`src/rtl/video_test_pkg.sv`:
```
// Shared definitions for the video test-pattern path: pattern IDs, sequencer
// state encoding and default pattern count.
package video_test_pkg;

    localparam int unsigned PAT_BORDER_BOX = 0;
    localparam int unsigned PAT_COLOR_BARS = 1;
    localparam int unsigned PAT_GRADIENT   = 2;
    localparam int unsigned PAT_CHECKER    = 3;

    localparam int unsigned DEFAULT_NUM_PATTERNS = 4;

    typedef enum logic {
        SYNC = 1'b0,
        RUN  = 1'b1
    } seq_state_e;

endpackage

```
`src/rtl/button_debouncer.sv`:
```
// Push-button conditioner: 2-flop synchronizer, stable-sample debouncer and a
// one-cycle pulse on each accepted press (debounced 0->1).
module button_debouncer
    import video_test_pkg::*;
#(
    parameter int unsigned DEBOUNCE_CYCLES = 400000
) (
    input  logic clk,
    input  logic rst,
    input  logic btn_async,
    output logic press
);

    localparam int unsigned CNT_W = $clog2(DEBOUNCE_CYCLES + 1);
    localparam logic [CNT_W-1:0] CNT_LAST = CNT_W'(DEBOUNCE_CYCLES - 1);

    logic             sync1_q;
    logic             sync2_q;
    logic             level_q;
    logic             level_d;
    logic [CNT_W-1:0] cnt_q;
    logic [CNT_W-1:0] cnt_d;
    logic             press_q;
    logic             press_d;

    // The counter holds the number of consecutive samples differing from the
    // level; the level flips on the DEBOUNCE_CYCLES-th one.
    always_comb begin
        level_d = level_q;
        cnt_d   = '0;
        press_d = 1'b0;
        if (sync2_q != level_q) begin
            if (cnt_q >= CNT_LAST) begin
                level_d = sync2_q;
                press_d = sync2_q;
            end else begin
                cnt_d = cnt_q + 1'b1;
            end
        end
    end

    always_ff @(posedge clk or posedge rst) begin
        if (rst) begin
            sync1_q <= 1'b0;
            sync2_q <= 1'b0;
            level_q <= 1'b0;
            cnt_q   <= '0;
            press_q <= 1'b0;
        end else begin
            sync1_q <= btn_async;
            sync2_q <= sync1_q;
            level_q <= level_d;
            cnt_q   <= cnt_d;
            press_q <= press_d;
        end
    end

    assign press = press_q;

endmodule

```
`src/rtl/pattern_sequencer.sv`:
```
// Chooses the active test pattern; changes are applied only at the vs rising
// edge, on a debounced button press or after a frame-count dwell in auto mode.
module pattern_sequencer
    import video_test_pkg::*;
#(
    parameter  int unsigned NUM_PATTERNS    = DEFAULT_NUM_PATTERNS,
    parameter  int unsigned DWELL_FRAMES    = 120,
    parameter  int unsigned DEBOUNCE_CYCLES = 400000,
    localparam int unsigned SEL_W           = $clog2(NUM_PATTERNS)
) (
    input  logic             pixelClk,
    input  logic             reset,
    input  logic             vs,
    input  logic             btnNext,
    input  logic             autoEn,
    output logic [SEL_W-1:0] patternSel,
    output logic             frameStart,
    output logic             patternChanged,
    output logic [15:0]      frameCount
);

    localparam int unsigned DWELL_W = $clog2(DWELL_FRAMES + 1);
    localparam logic [SEL_W-1:0]   SEL_LAST   = SEL_W'(NUM_PATTERNS - 1);
    localparam logic [DWELL_W-1:0] DWELL_LAST = DWELL_W'(DWELL_FRAMES - 1);
    localparam logic [DWELL_W-1:0] DWELL_MAX  = DWELL_W'(DWELL_FRAMES);

    seq_state_e       state_q;
    seq_state_e       state_d;
    logic             last_vs_q;
    logic             frame_start_q;
    logic             frame_start_d;
    logic             auto_meta_q;
    logic             auto_sync_q;
    logic             pend_q;
    logic             pend_d;
    logic [DWELL_W-1:0] dwell_q;
    logic [DWELL_W-1:0] dwell_d;
    logic [SEL_W-1:0] sel_q;
    logic [SEL_W-1:0] sel_d;
    logic             changed_q;
    logic             changed_d;
    logic [15:0]      frame_count_q;
    logic [15:0]      frame_count_d;
    logic             press;
    logic             advance;

    button_debouncer #(
        .DEBOUNCE_CYCLES(DEBOUNCE_CYCLES)
    ) u_debouncer (
        .clk      (pixelClk),
        .rst      (reset),
        .btn_async(btnNext),
        .press    (press)
    );

    always_comb begin
        frame_start_d = vs & ~last_vs_q;
        frame_count_d = frame_count_q + 16'(frame_start_q);
        state_d       = state_q;
        pend_d        = pend_q;
        dwell_d       = dwell_q;
        sel_d         = sel_q;
        changed_d     = 1'b0;
        advance       = 1'b0;
        case (state_q)
            SYNC: begin
                pend_d  = 1'b0;
                dwell_d = '0;
                if (frame_start_q) state_d = RUN;
            end
            RUN: begin
                // A press landing in the frameStart cycle joins this boundary.
                pend_d  = pend_q | press;
                advance = frame_start_q &
                          (pend_q | press | (auto_sync_q & (dwell_q == DWELL_LAST)));
                if (advance) begin
                    sel_d     = (sel_q == SEL_LAST) ? '0 : sel_q + 1'b1;
                    changed_d = 1'b1;
                    pend_d    = 1'b0;
                    dwell_d   = '0;
                end else if (!auto_sync_q) begin
                    dwell_d = '0;
                end else if (frame_start_q && (dwell_q != DWELL_MAX)) begin
                    dwell_d = dwell_q + 1'b1;
                end
            end
            default: state_d = SYNC;
        endcase
    end

    always_ff @(posedge pixelClk or posedge reset) begin
        if (reset) begin
            state_q       <= SYNC;
            last_vs_q     <= 1'b0;
            frame_start_q <= 1'b0;
            auto_meta_q   <= 1'b0;
            auto_sync_q   <= 1'b0;
            pend_q        <= 1'b0;
            dwell_q       <= '0;
            sel_q         <= '0;
            changed_q     <= 1'b0;
            frame_count_q <= '0;
        end else begin
            state_q       <= state_d;
            last_vs_q     <= vs;
            frame_start_q <= frame_start_d;
            auto_meta_q   <= autoEn;
            auto_sync_q   <= auto_meta_q;
            pend_q        <= pend_d;
            dwell_q       <= dwell_d;
            sel_q         <= sel_d;
            changed_q     <= changed_d;
            frame_count_q <= frame_count_d;
        end
    end

    assign patternSel     = sel_q;
    assign frameStart     = frame_start_q;
    assign patternChanged = changed_q;
    assign frameCount     = frame_count_q;

endmodule

```
`config.mk`:
```
export PLATFORM = sky130hd
export DESIGN_NAME = pattern_sequencer
export DESIGN_NICKNAME = d
export VERILOG_FILES = /design/src/rtl/video_test_pkg.sv /design/src/rtl/button_debouncer.sv /design/src/rtl/pattern_sequencer.sv
export SDC_FILE = /design/constraint.sdc
export NUM_CORES = 1
export LEC_CHECK = 0
export CORE_AREA = 2 2 78 80
export DETAILED_ROUTE_END_ITERATION = 16
export DIE_AREA = 0 0 80 82
export GPL_ROUTABILITY_DRIVEN = 0
export PLACE_DENSITY = 0.62
export SYNTH_ARGS = -nofsm -noshare
export SYNTH_HDL_FRONTEND = slang
export SYNTH_SLANG_ARGS = --single-unit
```
`constraint.sdc`:
```
create_clock -name pixelClk -period 3.9 [get_ports pixelClk]
set_input_delay 0.78 -clock pixelClk [delete_from_list [all_inputs] [get_ports pixelClk]]
set_output_delay 0.78 -clock pixelClk [all_outputs]
set_load 0.005 [all_outputs]
```
==> results of run 1 <==
per-layer routing:
metal / vias up / global-route usage / wire length (um)
li1: 837 / - / -
met1: 801 / 0.188 / 2080
met2: 16 / 0.232 / 1920
met3: 5 / 0.0231 / 92
met4: 0 / 0.0644 / 65
met5: - / 0 / 0
sequential cells by signal (all words and copies together) (netlist names):
| name | count |
|---|---|
| u_debouncer.cnt_q | 19 |
| frameCount | 16 |
| dwell_q | 7 |
| patternSel | 2 |
| auto_meta_q | 1 |
| auto_sync_q | 1 |
| frameStart | 1 |
| last_vs_q | 1 |
| patternChanged | 1 |
| pend_q | 1 |
| state_q | 1 |
| u_debouncer.level_q | 1 |
| u_debouncer.press | 1 |
| u_debouncer.sync1_q | 1 |
| u_debouncer.sync2_q | 1 |
synthesized netlist by cell type, types with 4 or more instances:
library cell | instances | share of area
sky130_fd_sc_hd__dfrtp_1 | 55 | 0.55
sky130_fd_sc_hd__nor2_1 | 23 | 0.034
sky130_fd_sc_hd__xnor2_1 | 18 | 0.063
sky130_fd_sc_hd__nand2_1 | 17 | 0.025
sky130_fd_sc_hd__nand3_1 | 15 | 0.030
sky130_fd_sc_hd__xor2_1 | 13 | 0.046
sky130_fd_sc_hd__nand4_1 | 10 | 0.025
sky130_fd_sc_hd__a21oi_1 | 9 | 0.018
sky130_fd_sc_hd__inv_1 | 8 | 0.012
sky130_fd_sc_hd__or3_1 | 7 | 0.017
sky130_fd_sc_hd__and3_1 | 6 | 0.015
sky130_fd_sc_hd__ha_1 | 6 | 0.030
sky130_fd_sc_hd__o21ai_0 | 6 | 0.012
sky130_fd_sc_hd__and4_1 | 4 | 0.014
per-stage QoR:
stage | worst slack (ns) | area, um^2 | total power, mW | hold WS, ns
after global placement | 1.86 | 2790 | 0.785 | 0.332
final | 1.68 | 2920 | 1.20 | 0.361
after CTS | 1.66 | 2920 | 1.22 | 0.364
after global routing | 1.59 | 2920 | 1.26 | 0.366
after detailed placement | 1.86 | 2790 | 0.786 | 0.340
after floorplan | 1.78 | 2500 | 0.707 | 0.331
worst reg2reg max path: stages (launching register included):
cell	delay [ns]
sky130_fd_sc_hd__dfrtp_1	0.42
sky130_fd_sc_hd__ha_1	0.32
sky130_fd_sc_hd__a21oi_1	0.17
sky130_fd_sc_hd__and4bb_1	0.24
sky130_fd_sc_hd__a211o_1	0.53
sky130_fd_sc_hd__a21oi_1	0.22
area by class of cell:
type	instances	area, um^2	area share
Sequential cell	55	1380	0.471
Multi-Input combinational cell	158	1040	0.356
Timing Repair Buffer	25	248	0.0848
Tap cell	75	93.8	0.0321
Clock buffer	6	72.6	0.0248
Clock inverter	2	60.1	0.0206
Inverter	8	30.0	0.0103
final timing paths:
kind | start | end | slack (ns) | depth (start not counted)
setup reg to reg | u_debouncer.cnt_q[0] | u_debouncer.cnt_q[16] | 1.92 | 5
setup / recovery | frameStart | frameStart | 1.68 | 1
max in group asynchronous | reset | u_debouncer.cnt_q[14] | 2.26 | 3
hold reg to reg | auto_meta_q | auto_sync_q | 0.36 | 0
hold / removal | auto_meta_q | auto_sync_q | 0.36 | 0
min in group asynchronous | reset | dwell_q[1] | 0.92 | 2
power groups by stage:
| stage | Clock [mW] | Combinational (mW) | Sequential, mW |
|---|---|---|---|
| 3_3_place_gp | 0 | 0.128 | 0.657 |
| 4_1_cts | 0.444 | 0.131 | 0.647 |
| 5_1_grt | 0.467 | 0.142 | 0.652 |
| 6_report | 0.430 | 0.128 | 0.646 |
| 2_1_floorplan | 0 | 0.0559 | 0.651 |
| 3_5_place_dp | 0 | 0.128 | 0.658 |
logic make-up (layout without fill, tap and decap cells):
family / after synthesis / after routing
simple gates: 97 / 97
flops: 55 / 55
xor+xnor: 31 / 31
compound gates: 20 / 20
buf+inv: 14 / 41
fa+ha+maj: 6 / 6
mux: 4 / 4
==> parameters.txt, run 1 <==
Parameter                              Value

Final layout
  Synthesis-to-finish area growth    16.7%
  Nets    264
  Share of layout cells above drive strength 1    0.0630
  Final core occ    0.508
  Inserted Diodes    0
  Top library cells by usage in the layout, fill and taps aside    sky130_fd_sc_hd__dfrtp_1, sky130_fd_sc_hd__clkdlybuf4s50_1, sky130_fd_sc_hd__nor2_1
  Fillers    525
  Fin cells    329
  Commonest non-fill, non-tap cell in the layout    sky130_fd_sc_hd__dfrtp_1

Global routing
  Global-route congestion overflow total    0
  Total routing usage reported by global routing    0.142
  Pin count of the biggest net entering global routing    39
  Vias in the first global route    1606
  Antenna violations before repair    0
  First-pass GRT wire length    7310 um

Power
  Fraction of power spent switching nets    0.219
  Clock group share of total power    0.357
  Static Leak    1.27 nW
  Total power density per cell area    412 nW/um^2
  Sequential cell fraction of total power    0.537
  Internal Dissipation    0.940 mW
  Worst voltage drop across the vdd grid    0.000317 V
  Share of total power in combinational logic    0.106
  Power dissipated by switching net loads    0.263 mW

Route
  DRC violations left    0
  Routed via count    1659
  Detailed Route WL    4160 um
  Post-route antenna net violation count    0
  Starting DRT DRC Count    46
  Detail-routed via count per cell    5.04
  Routed length per placed instance    12.6 um
  First-pass detailed-route iteration total    4

Floorplan
  Num ports    25
  Core ar.    5750 um^2
  Row Count    28
  Initial core utilization    0.436
  Overall die height    82 um
  Die extent in x    80 um
  Die footprint    6560 um^2

Setup path
  Max Fanout on Critical Path    10
  CP required    3.12 ns
  Setup Crit Path Kind    flop to output pin
  CP max-delay cell    sky130_fd_sc_hd__dfrtp_1
  Arrival @ worst endpoint    1.44 ns
  CP Capture Type    output pin
  Critical path cell sequence    clkdlybuf4s50_1
  Top Family by Delay on Critical Path    flip-flops
  Slowest stage delay, CP    0.57 ns
  Startpoint type of the worst setup path    flop
  Critical path buffer and inverter count    1

Logic synthesis
  Count of flip-flops with a built-in enable after synthesis    0
  Share of the yosys chip area belonging to registers    0.550
  Post-synthesis mux area share    0.0175
  Share of synthesized cell area in and, or, nand and nor gates    0.215
  Number of storage elements in the synthesis netlist    55
  Total nets after synthesis    238
  Largest family of logic cells by synthesized area    simple AND/OR/NAND/NOR gates
  Mean cell area of the mapped netlist    11.0 um^2
  Synth unique cells    37
  Top flip-flop cell by instance count after synthesis    sky130_fd_sc_hd__dfrtp_1
  Complex-gate fraction of the synthesized area    0.0455
  Mapped cell area    2500 um^2
  Synth warn    0
  Arithmetic-cell share of the synthesized area counting full adders, half adders and majority gates    0.0300
  Async S/R FF share, synth    1.00
  Synthesized netlist cell count    227
  Parity-gate share of the synthesized area counting xor and xnor cells    0.108

STA
  Max Clock Skew    0.00783 ns
  Fmax    0.451 GHz
  Setup Total Neg Slack    0 ns
  Min cycle time layout    2.22 ns
  Worst-Margin Slew    0.748 ns
  Setup repair after global routing missed its margin    no
  Final worst-path cycle share    0.568
  Count of final hold-check violations    0
  Number of max-slew violations in the final report    0
  Relative slew slack    0.501
  Setup violations, final    0

Clock network
  Clock latency of the later-clocked register in the worst-skew pair    0.30 ns
  Cell chosen for the clock root    sky130_fd_sc_hd__clkbuf_8
  Clock Path Buffers    2
  Clk sinks    55
  Hold buffers post-CTS    0
  Reg clk slew, reported paths    0.09 ns
  Post-cts repair resize count    0
  Deepest level of the CTS H-tree    2
  CTS tree    yes
  Number of buffers added by the clock tree synthesis step    5
  Post-CTS setup buffers    0

Job
  Max_cap viols    0

Outcome
  Run status    complete, no violations

Min path
  Hold crit path type    flop to flop

Place
  Number of I/O port buffers    24
  Detailed placer's ending HPWL    2990 um
  Cell Count Post-Placement    321
Note: power is estimated with default switching activity, not from simulation.
==> run 2, diff against run 1 <==
clock period = 2.1 ns   (was 3.9 ns; I/O delays follow)
==> run 2 against run 1 <==
Net effect: non-clock buffer count increased by 4; clock-buffer cell count unchanged; sequential power rose by 86%; core utilization rose by 0.20 points; critical endpoint unchanged; power rose by 73%; setup slack worse by 1.4 ns; critical path depth unchanged.
==> parameters.txt, run 2 (synthesized netlist as in run 1, its figures left out) <==
Parameter                              Value

Place
  Number of I/O port buffers    24 (unchanged)
  Detailed placer's ending HPWL    2900 um (-3.0%)

Power
  Worst voltage drop across the vdd grid    0.000553 V (+75%)
  Sequential cell fraction of total power    0.576 (+0.039)
  Fraction of power spent switching nets    0.254 (+0.0358)
  Clock group share of total power    0.307 (-0.050)
  Internal Dissipation    1.55 mW (+65%)
  Power dissipated by switching net loads    0.529 mW (+100%)
  Share of total power in combinational logic    0.117 (+0.011)
  Total power density per cell area    709 nW/um^2 (+72%)
  Static Leak    1.28 nW (+0.73%)

Floorplan
  Overall die height    82 um (unchanged)
  Row Count    28 (unchanged)
  Die extent in x    80 um (unchanged)
  Num ports    25 (unchanged)
  Core ar.    5750 um^2 (unchanged)
  Initial core utilization    0.436 (unchanged)
  Die footprint    6560 um^2 (unchanged)

Setup path
  Setup Crit Path Kind    flop to output pin
  Endpoint of the most critical register-to-register path    u_debouncer.cnt_q[16]
  CP max-delay cell    sky130_fd_sc_hd__clkdlybuf4s50_1
  R2R cell count    5 (unchanged)
  Register-to-Register Setup Slack    0.25 ns (-1.67 ns)
  Slowest stage delay, CP    0.57 ns (about the same)
  Arrival @ worst endpoint    1.44 ns (about the same)
  Critical path cell sequence    clkdlybuf4s50_1
  Launching point of the worst reg2reg path    u_debouncer.cnt_q[0]
  Critical path buffer and inverter count    1 (unchanged)
  CP required    1.68 ns (-1.44 ns)
  Number of cells on the critical path    1 (unchanged)
  Top Family by Delay on Critical Path    buffers and inverters
  Startpoint type of the worst setup path    flop
  CP Capture Type    output pin
  Max Fanout on Critical Path    10 (unchanged)

Final layout
  Max FFs per register    19 (unchanged)
  Register bank with the most flops    u_debouncer.cnt_q
  Nets    268 (+1.5%)
  Synthesis-to-finish area growth    17.2%
  Share of layout cells above drive strength 1    0.0814 (+0.0184)
  Inserted Diodes    0 (unchanged)
  Top library cells by usage in the layout, fill and taps aside    sky130_fd_sc_hd__dfrtp_1, sky130_fd_sc_hd__clkdlybuf4s50_1, sky130_fd_sc_hd__nor2_1
  Commonest non-fill, non-tap cell in the layout    sky130_fd_sc_hd__dfrtp_1

Job
  Max_cap viols    0 (unchanged)

Min path
  Hold crit path type    flop to flop
  Startpoint of the lowest-slack hold path    auto_meta_q
  Endpoint, Worst Hold    auto_sync_q
  Number of instances on the worst hold path    0 (unchanged)

Route
  Routed length per placed instance    12.7 um (+0.27%)
  Starting DRT DRC Count    64 (+39%)
  Detailed Route WL    4220 um (+1.5%)
  Routed via count    1674 (+0.90%)
  Detail-routed via count per cell    5.03 (-0.31%)
  First-pass detailed-route iteration total    4 (unchanged)
  DRC violations left    0 (unchanged)
  Post-route antenna net violation count    0 (unchanged)

STA
  Relative slew slack    0.599 (+0.0987)
  Worst hold slack    0.357 ns (-0.00406 ns)
  Final worst-path cycle share    0.886
  Number of max-slew violations in the final report    0 (unchanged)
  Count of final hold-check violations    0 (unchanged)
  Max Clock Skew    0.0119 ns (+0.00403 ns)
  Setup Total Neg Slack    0 ns (unchanged)
  Setup violations, final    0 (unchanged)
  Worst-Margin Slew    0.601 ns (-0.147 ns)
  Setup repair after global routing missed its margin    no
  Min cycle time layout    1.86 ns
  Fmax    0.538 GHz

Clock network
  Post-cts repair resize count    0 (unchanged)
  Post-CTS setup buffers    0 (unchanged)
  Hold buffers post-CTS    0 (unchanged)
  Clk sinks    55 (unchanged)
  Reg clk slew, reported paths    0.10 ns (about the same)
  Clock latency of the later-clocked register in the worst-skew pair    0.32 ns (+0.02 ns)
  Cell chosen for the clock root    sky130_fd_sc_hd__clkbuf_8
  CTS tree    yes
  Deepest level of the CTS H-tree    2 (unchanged)
  Clock Path Buffers    2 (unchanged)
  Number of buffers added by the clock tree synthesis step    5 (unchanged)

Global routing
  First-pass GRT wire length    7510 um (+2.8%)
  Antenna violations before repair    0 (unchanged)
  Vias in the first global route    1623 (+1.1%)
  Total routing usage reported by global routing    0.149 (+0.00657)
  Global-route congestion overflow total    0 (unchanged)
  Pin count of the biggest net entering global routing    56 (+44%)

Outcome
  Run status    complete, no violations
run 2: routing by layer:
metal  vias up  track usage  routed length, um
li1        843            -                  -
met1       810        0.188               1980
met2        16        0.242               2050
met3         5       0.0396                117
met4         0       0.0661                 80
met5         -            0                  0
run 2: cell type report:
| type | instances | area [um^2] |
|---|---|---|
| repair buffers | 29 | 290 |
| fillers | 540 | 2810 |
| flip-flops and latches | 55 | 1380 |
| well taps | 75 | 93.8 |
| clock inverters | 2 | 18.8 |
| clock buffers | 6 | 82.6 |
| multi-input cells | 158 | 1040 |
| inverters | 8 | 30.0 |
run 2: how the worst max path moves through the flow:
stage	start	end	slack (ns)
after detailed placement	u_debouncer.cnt_q[0]	u_debouncer.cnt_q[16]	0.25
after global routing	u_debouncer.cnt_q[8]	u_debouncer.cnt_q[14]	0.14
after global placement	u_debouncer.cnt_q[0]	u_debouncer.cnt_q[16]	0.28
after floorplan	reset	auto_meta_q	0.34
final	frameStart	frameStart	0.24
after CTS	frameStart	frameStart	0.20
run 2: metrics by stage:
stage               setup slack, ns  cells   util  total power, mW  area [um^2]
finish                        0.240    333  0.510             2.08         2930
global route                  0.142    333  0.510             2.19         2930
floorplan                     0.337    227      -             1.31         2500
global placement              0.278    325  0.493             1.46         2830
detailed placement            0.248    325  0.493             1.47         2830
CTS                           0.203    333  0.510             2.12         2930
run 2: power groups by stage:
stage / registers (mW) / logic, mW / clock network [mW]
4_1_cts: 1.20 / 0.250 / 0.666
5_1_grt: 1.21 / 0.272 / 0.705
3_3_place_gp: 1.22 / 0.242 / 0
2_1_floorplan: 1.21 / 0.104 / 0
3_5_place_dp: 1.22 / 0.249 / 0
6_report: 1.20 / 0.244 / 0.638
